**src/rtl/pll_rst_seq_pkg.sv**
```systemverilog
// Shared types and defaults for the PLL reset/lock sequencer.
package pll_rst_seq_pkg;

    localparam int unsigned DEF_RST_CYCLES    = 16;
    localparam int unsigned DEF_LOCK_TIMEOUT  = 4096;
    localparam int unsigned DEF_STABLE_CYCLES = 256;
    localparam int unsigned DEF_MAX_RETRY     = 3;
    localparam int unsigned DEF_CNT_W         = 16;
    localparam int unsigned RETRY_W           = 2;

    typedef enum logic [2:0] {
        RESET_PLL = 3'd0,
        WAIT_LOCK = 3'd1,
        STABLE    = 3'd2,
        RUN       = 3'd3,
        FAIL      = 3'd4
    } state_e;

    typedef struct packed {
        logic pll_rst;
        logic sys_rst;
        logic ready;
        logic fail;
    } ctl_t;

    // Output levels implied by a state; sys_rst stays high whenever pll_rst is.
    function automatic ctl_t decode_ctl(input state_e s);
        ctl_t c;
        c = '0;
        c.sys_rst = 1'b1;
        case (s)
            RESET_PLL: c.pll_rst = 1'b1;
            RUN: begin
                c.sys_rst = 1'b0;
                c.ready   = 1'b1;
            end
            FAIL: begin
                c.pll_rst = 1'b1;
                c.fail    = 1'b1;
            end
            default: ;
        endcase
        return c;
    endfunction

    function automatic logic [RETRY_W-1:0] sat_inc(input logic [RETRY_W-1:0] v);
        return (v == '1) ? v : v + RETRY_W'(1);
    endfunction

endpackage

```
**src/rtl/pll_rst_seq_sync2.sv**
```systemverilog
// Two-flop synchronizer with asynchronous active-low clear.
module sync2 (
    input  logic clk,
    input  logic rst_n,
    input  logic d,
    output logic q
);

    logic meta;

    always_ff @(posedge clk or negedge rst_n) begin
        if (!rst_n) begin
            meta <= 1'b0;
            q    <= 1'b0;
        end else begin
            meta <= d;
            q    <= meta;
        end
    end

endmodule

```
**src/rtl/pll_rst_seq.sv**
```systemverilog
// PLL reset/lock sequencer: pulses pll_rst, supervises lock with retries,
// and releases sys_rst once lock has been stable for STABLE_CYCLES.
module pll_rst_seq
    import pll_rst_seq_pkg::*;
#(
    parameter int unsigned RST_CYCLES    = DEF_RST_CYCLES,
    parameter int unsigned LOCK_TIMEOUT  = DEF_LOCK_TIMEOUT,
    parameter int unsigned STABLE_CYCLES = DEF_STABLE_CYCLES,
    parameter int unsigned MAX_RETRY     = DEF_MAX_RETRY,
    parameter int unsigned CNT_W         = DEF_CNT_W
) (
    input  logic               clk,
    input  logic               rst_n,
    input  logic               pll_locked,
    output logic               pll_rst,
    output logic               sys_rst,
    output logic               ready,
    output logic               fail,
    output logic [RETRY_W-1:0] retry_cnt
);

    localparam logic [CNT_W-1:0]   RST_LOAD     = CNT_W'(RST_CYCLES - 1);
    localparam logic [CNT_W-1:0]   TIMEOUT_LOAD = CNT_W'(LOCK_TIMEOUT - 1);
    localparam logic [CNT_W-1:0]   STABLE_LOAD  = CNT_W'(STABLE_CYCLES - 1);
    localparam logic [RETRY_W-1:0] RETRY_MAX    = RETRY_W'(MAX_RETRY);

    state_e             state, state_nxt;
    logic [CNT_W-1:0]   cnt, cnt_nxt;
    logic [RETRY_W-1:0] retry_nxt;
    logic               lk;
    logic               cnt_zero;
    ctl_t               ctl_nxt;

    sync2 u_lock_sync (
        .clk   (clk),
        .rst_n (rst_n),
        .d     (pll_locked),
        .q     (lk)
    );

    assign cnt_zero = (cnt == '0);

    // Next-state, counter reload and retry bookkeeping.
    always_comb begin
        state_nxt = state;
        cnt_nxt   = cnt;
        retry_nxt = retry_cnt;
        case (state)
            RESET_PLL: begin
                if (cnt_zero) begin
                    state_nxt = WAIT_LOCK;
                    cnt_nxt   = TIMEOUT_LOAD;
                end else begin
                    cnt_nxt = cnt - CNT_W'(1);
                end
            end
            WAIT_LOCK: begin
                if (lk) begin
                    state_nxt = STABLE;
                    cnt_nxt   = STABLE_LOAD;
                end else if (cnt_zero) begin
                    if (retry_cnt == RETRY_MAX) begin
                        state_nxt = FAIL;
                    end else begin
                        state_nxt = RESET_PLL;
                        cnt_nxt   = RST_LOAD;
                        retry_nxt = sat_inc(retry_cnt);
                    end
                end else begin
                    cnt_nxt = cnt - CNT_W'(1);
                end
            end
            STABLE: begin
                // A lock dropout while settling is a failed attempt.
                if (!lk) begin
                    if (retry_cnt == RETRY_MAX) begin
                        state_nxt = FAIL;
                    end else begin
                        state_nxt = RESET_PLL;
                        cnt_nxt   = RST_LOAD;
                        retry_nxt = sat_inc(retry_cnt);
                    end
                end else if (cnt_zero) begin
                    state_nxt = RUN;
                end else begin
                    cnt_nxt = cnt - CNT_W'(1);
                end
            end
            RUN: begin
                // Lock loss after a good start begins a fresh sequence.
                if (!lk) begin
                    state_nxt = RESET_PLL;
                    cnt_nxt   = RST_LOAD;
                    retry_nxt = '0;
                end
            end
            FAIL: ;
            default: begin
                state_nxt = RESET_PLL;
                cnt_nxt   = RST_LOAD;
            end
        endcase
        ctl_nxt = decode_ctl(state_nxt);
    end

    // State, counter and outputs registered from the next-state decode.
    always_ff @(posedge clk or negedge rst_n) begin
        if (!rst_n) begin
            state     <= RESET_PLL;
            cnt       <= RST_LOAD;
            retry_cnt <= '0;
            pll_rst   <= 1'b1;
            sys_rst   <= 1'b1;
            ready     <= 1'b0;
            fail      <= 1'b0;
        end else begin
            state     <= state_nxt;
            cnt       <= cnt_nxt;
            retry_cnt <= retry_nxt;
            pll_rst   <= ctl_nxt.pll_rst;
            sys_rst   <= ctl_nxt.sys_rst;
            ready     <= ctl_nxt.ready;
            fail      <= ctl_nxt.fail;
        end
    end

endmodule

```
**config.mk**
```make
export PLATFORM = sky130hd
export DESIGN_NAME = pll_rst_seq
export DESIGN_NICKNAME = d
export VERILOG_FILES = /design/src/rtl/pll_rst_seq_pkg.sv /design/src/rtl/pll_rst_seq_sync2.sv /design/src/rtl/pll_rst_seq.sv
export SDC_FILE = /design/constraint.sdc
export NUM_CORES = 1
export LEC_CHECK = 0
export CAP_MARGIN = 20
export CELL_PAD_IN_SITES_DETAIL_PLACEMENT = 1
export CELL_PAD_IN_SITES_GLOBAL_PLACEMENT = 1
export CORE_ASPECT_RATIO = 1.75
export CORE_MARGIN = 5
export CORE_UTILIZATION = 38
export DETAILED_ROUTE_END_ITERATION = 7
export GPL_ROUTABILITY_DRIVEN = 0
export PLACE_DENSITY_LB_ADDON = 0.1
export RECOVER_POWER = 25
export SLEW_MARGIN = 30
export SYNTH_ARGS = -nofsm -noshare
export SYNTH_HDL_FRONTEND = slang
export SYNTH_HIERARCHICAL = 1
export SYNTH_SLANG_ARGS = --single-unit
```
**constraint.sdc**
```tcl
create_clock -name clk -period 2.8 [get_ports clk]
set_input_delay 0.28 -clock clk [delete_from_list [all_inputs] [get_ports clk]]
set_output_delay 0.28 -clock clk [all_outputs]
set_load 0.01 [all_outputs]
```
==> results of run 1 <==
-- flip-flops by register name, indices dropped and copies added, names as in the netlist --
name	count
u_lock_sync/q	1
ready	1
sys_rst	1
fail	1
retry_cnt	2
u_lock_sync/meta	1
state	3
cnt	16
pll_rst	1
-- stage by stage --
stage,setup WS (ps),instances,total power (uW),utilization
global route,184.9,268,2441,0.4293
finish,282.1,268,2262,0.4293
CTS,288.5,268,2274,0.4293
floorplan,538.5,207,1646,-
global placement,401.7,264,1984,0.4197
detailed placement,321.7,264,2034,0.4197
-- power by group through the flow --
stage               logic (uW)  clock network [uW]  registers (uW)
floorplan                  937                   0             709
global placement          1190                   0             793
detailed placement        1230                   0             805
CTS                       1240                 240             799
global route              1360                 256             830
finish                    1230                 233             802
-- logic make-up (layout without fill, tap and decap cells) --
group,count (synthesis),count (layout),synth area share
compound gates,67,67,0.2733
xor+xnor,1,1,0.004832
fa+ha+maj,3,3,0.02071
buf+inv,18,27,0.04348
flops,27,27,0.3768
mux,3,3,0.01725
simple gates,88,88,0.2636
-- layout make-up --
type                            count  share of cell area
Clock buffer                        4             0.02249
Inverter                            9             0.01686
Multi-Input combinational cell    162              0.5247
Sequential cell                    27              0.3410
Tap cell                           52             0.03248
Timing Repair Buffer               14             0.06246
-- path summary, 6_finish.rpt --
path / slack [ps] / to
max: 280 / cnt[7]
max reg2reg: 280 / cnt[7]
min: 360 / u_lock_sync/q
max in group asynchronous: 1590 / cnt[2]
min reg2reg: 360 / u_lock_sync/q
min in group asynchronous: 470 / cnt[5]
-- synthesized netlist by cell type, types with 2 or more instances --
cell | instances | share of area
nor2_1 | 25 | 0.052
dfrtp_1 | 21 | 0.29
nand2_1 | 19 | 0.039
a21oi_1 | 16 | 0.044
nor3_1 | 10 | 0.028
o21ai_0 | 10 | 0.028
inv_1 | 9 | 0.019
o31ai_1 | 7 | 0.029
a31oi_1 | 6 | 0.021
dfstp_2 | 6 | 0.087
nor4_1 | 5 | 0.017
or3_1 | 5 | 0.017
a31o_2 | 3 | 0.014
buf_2 | 3 | 0.0083
ha_1 | 3 | 0.021
nand2b_1 | 3 | 0.010
nand3_1 | 3 | 0.0083
nor2b_1 | 3 | 0.010
or2_2 | 3 | 0.010
a211o_1 | 2 | 0.0097
a21oi_2 | 2 | 0.0097
a2bb2oi_1 | 2 | 0.0097
a32oi_1 | 2 | 0.0097
a41oi_1 | 2 | 0.0097
and3_1 | 2 | 0.0069
buf_1 | 2 | 0.0041
buf_4 | 2 | 0.0083
clkbuf_1 | 2 | 0.0041
mux2i_1 | 2 | 0.011
o2bb2ai_1 | 2 | 0.0097
-- layer usage --
metal / track usage / up-vias / share of wire
met3: 0.02109 / 19 / 0.031
met5: 0 / - / 0
met4: 0.1119 / 0 / 0.048
met2: 0.3514 / 43 / 0.54
met1: 0.2046 / 867 / 0.38
li1: - / 793 / -
==> qor.csv, run 1 <==
stage,metric,value,unit
timing,fmax,397.2,MHz
clocking,CTS Sinks,27,
floorplan,row count,33,
global_route,global-route wire length before repair,9.570,mm
floorplan,CORE AREA,0.004666,mm2
hold_path,worst hold start,u_lock_sync/meta,
placed_design,dpl hpwl,4.510,mm
final_layout,Fillers,566,
timing,Post-Route Skew,7.976,ps
timing,RSZ-0062 raised after global routing,false,
worst_setup_path,RR Startpoint,cnt[0],
synth,syn_nets,213,
routing,DRT antenna net count,0,
global_route,largest net degree at the start of global routing,22,
pwr,Pwr per Cell Area,1129,mW/mm2
final_layout,multi-input logic area,0.001051,mm2
global_route,vias in the first global route,1876,
final_layout,storage element area,683.2,um2
pwr,Switching Share,0.4870,
global_route,GR Overflow Total,0,
pwr,combinational share of power,0.543,
global_route,total track usage,0.1900,
timing,Fin Hold WS,362.4,ps
routing,# DRC,0,
worst_setup_path,crit path launch,cnt[0],
worst_setup_path,WP data required,2970,ps
hold_path,Hold Crit Class,register to register,
synth,synthesis warning total,6,
final_layout,post-route cell area,0.002003,mm2
synth,register bit count reported by yosys,27,
hold_path,hold depth,0,
final_layout,Nets,223,
pwr,Clock Power Share,0.103,
routing,post-DR vias/cell,6.425,
flow_run,MaxCap Viol Count,0,
clocking,H-tree Lvls,1,
worst_setup_path,crit-path max FO,6,
routing,DRT Wirelength,5.721,mm
timing,# setup viols final,0,
clocking,# Post-CTS Setup Buffers,0,
worst_setup_path,Crit path arrival time,2690,ps
synth,synthesized area,0.001813,mm2
pwr,register share of total power,0.355,
worst_setup_path,Critical Path Start Type,register,
pwr,static leakage,0.0007957,uW
global_route,initial antenna violation count,0,
clocking,clk_lat worst skew,280,ps
clocking,clk buf depth,2,
pwr,P_sw,1102,uW
worst_setup_path,CP cell instances,inv_1 -> ha_1 -> nor4b_4 -> and3_2 -> a21oi_2 -> o2bb2ai_1 -> a221o_1 -> a32o_1,
floorplan,Chip Height,101.4,um
timing,fin. max-slew vios,0,
timing,final hold vios,0,
clocking,clock-pin slew on the worst setup and hold paths,100,ps
floorplan,IO Pins,9,
placed_design,number of port buffers,8,
worst_setup_path,R2R cell count,8,
status,outcome,finished clean,
timing,TNS Setup,0,ps
worst_setup_path,crit-path leading delay family,compound AO/OA/AOI/OAI gates,
final_layout,most frequent cells in the layout,"25 x nor2_1, 21 x dfrtp_1, 19 x nand2_1, 16 x a21oi_1",
worst_setup_path,CP Depth,8,
synth,Gate Count Post-Synth,207,
worst_setup_path,"Slowest-stage cell, CP",dfstp_2,
clocking,CTS tree,yes,
timing,Tcrit/Tclk final,0.8993,
timing,relative slew slack,0.5358,
clocking,cts repair resizes,0,
floorplan,DIE AREA,0.006307,mm2
final_layout,Layout area overhead,10.49,%
routing,Vias,1722,
synth,Post-synth EDFFs,0,
floorplan,Initial Util,0.3886,
clocking,CTS Hold Bufs,0,
pwr,VDD IR max,0.0005348,V
placed_design,DP Area,0.001958,mm2
worst_setup_path,WS Path Type,register to register,
final_layout,"leading cell type in the layout, fill and taps excluded",nor2_1,
clocking,Root Driver,clkbuf_8,
routing,DR iter-0 viols,57,
worst_setup_path,"slowest stage delay, CP",590,ps
routing,Initial DRT Pass Iterations,4,
clocking,CTS buffer count,3,
synth,ys flop type,dfrtp_1,
worst_setup_path,crit end category,register,
synth,fraction of registers with async set/reset,1.000,
timing,worst slew pin tran,696.4,ps
timing,fin crit period,2518,ps
synth,Syn Area/Cell,8.758,um2
pwr,internal power,1161,uW
floorplan,Die X,62.22,um
worst_setup_path,CP bufs+invs,1,
synth,sequential share of the synthesized area,0.3768,
routing,Routed WL per cell,21.35,um
synth,Yosys cell types,55,
final_layout,layout cells sized above 1,0.1481,
final_layout,Ant. Diodes,0,
Note: power is estimated with default switching activity, not from simulation.
==> run 2: changes to the inputs <==
--- a/config.mk
+++ b/config.mk
@@ -13,6 +13,7 @@
 export CORE_UTILIZATION = 38
 export DETAILED_ROUTE_END_ITERATION = 7
 export GPL_ROUTABILITY_DRIVEN = 0
+export HOLD_SLACK_MARGIN = 0.12
 export PLACE_DENSITY_LB_ADDON = 0.1
 export RECOVER_POWER = 25
 export SLEW_MARGIN = 30
@@ -20,3 +21,4 @@
 export SYNTH_HDL_FRONTEND = slang
 export SYNTH_HIERARCHICAL = 1
 export SYNTH_SLANG_ARGS = --single-unit
+export TNS_END_PERCENT = 1
==> results of run 2 <==
Final layout, timing and power as in run 1 (identical DEF).
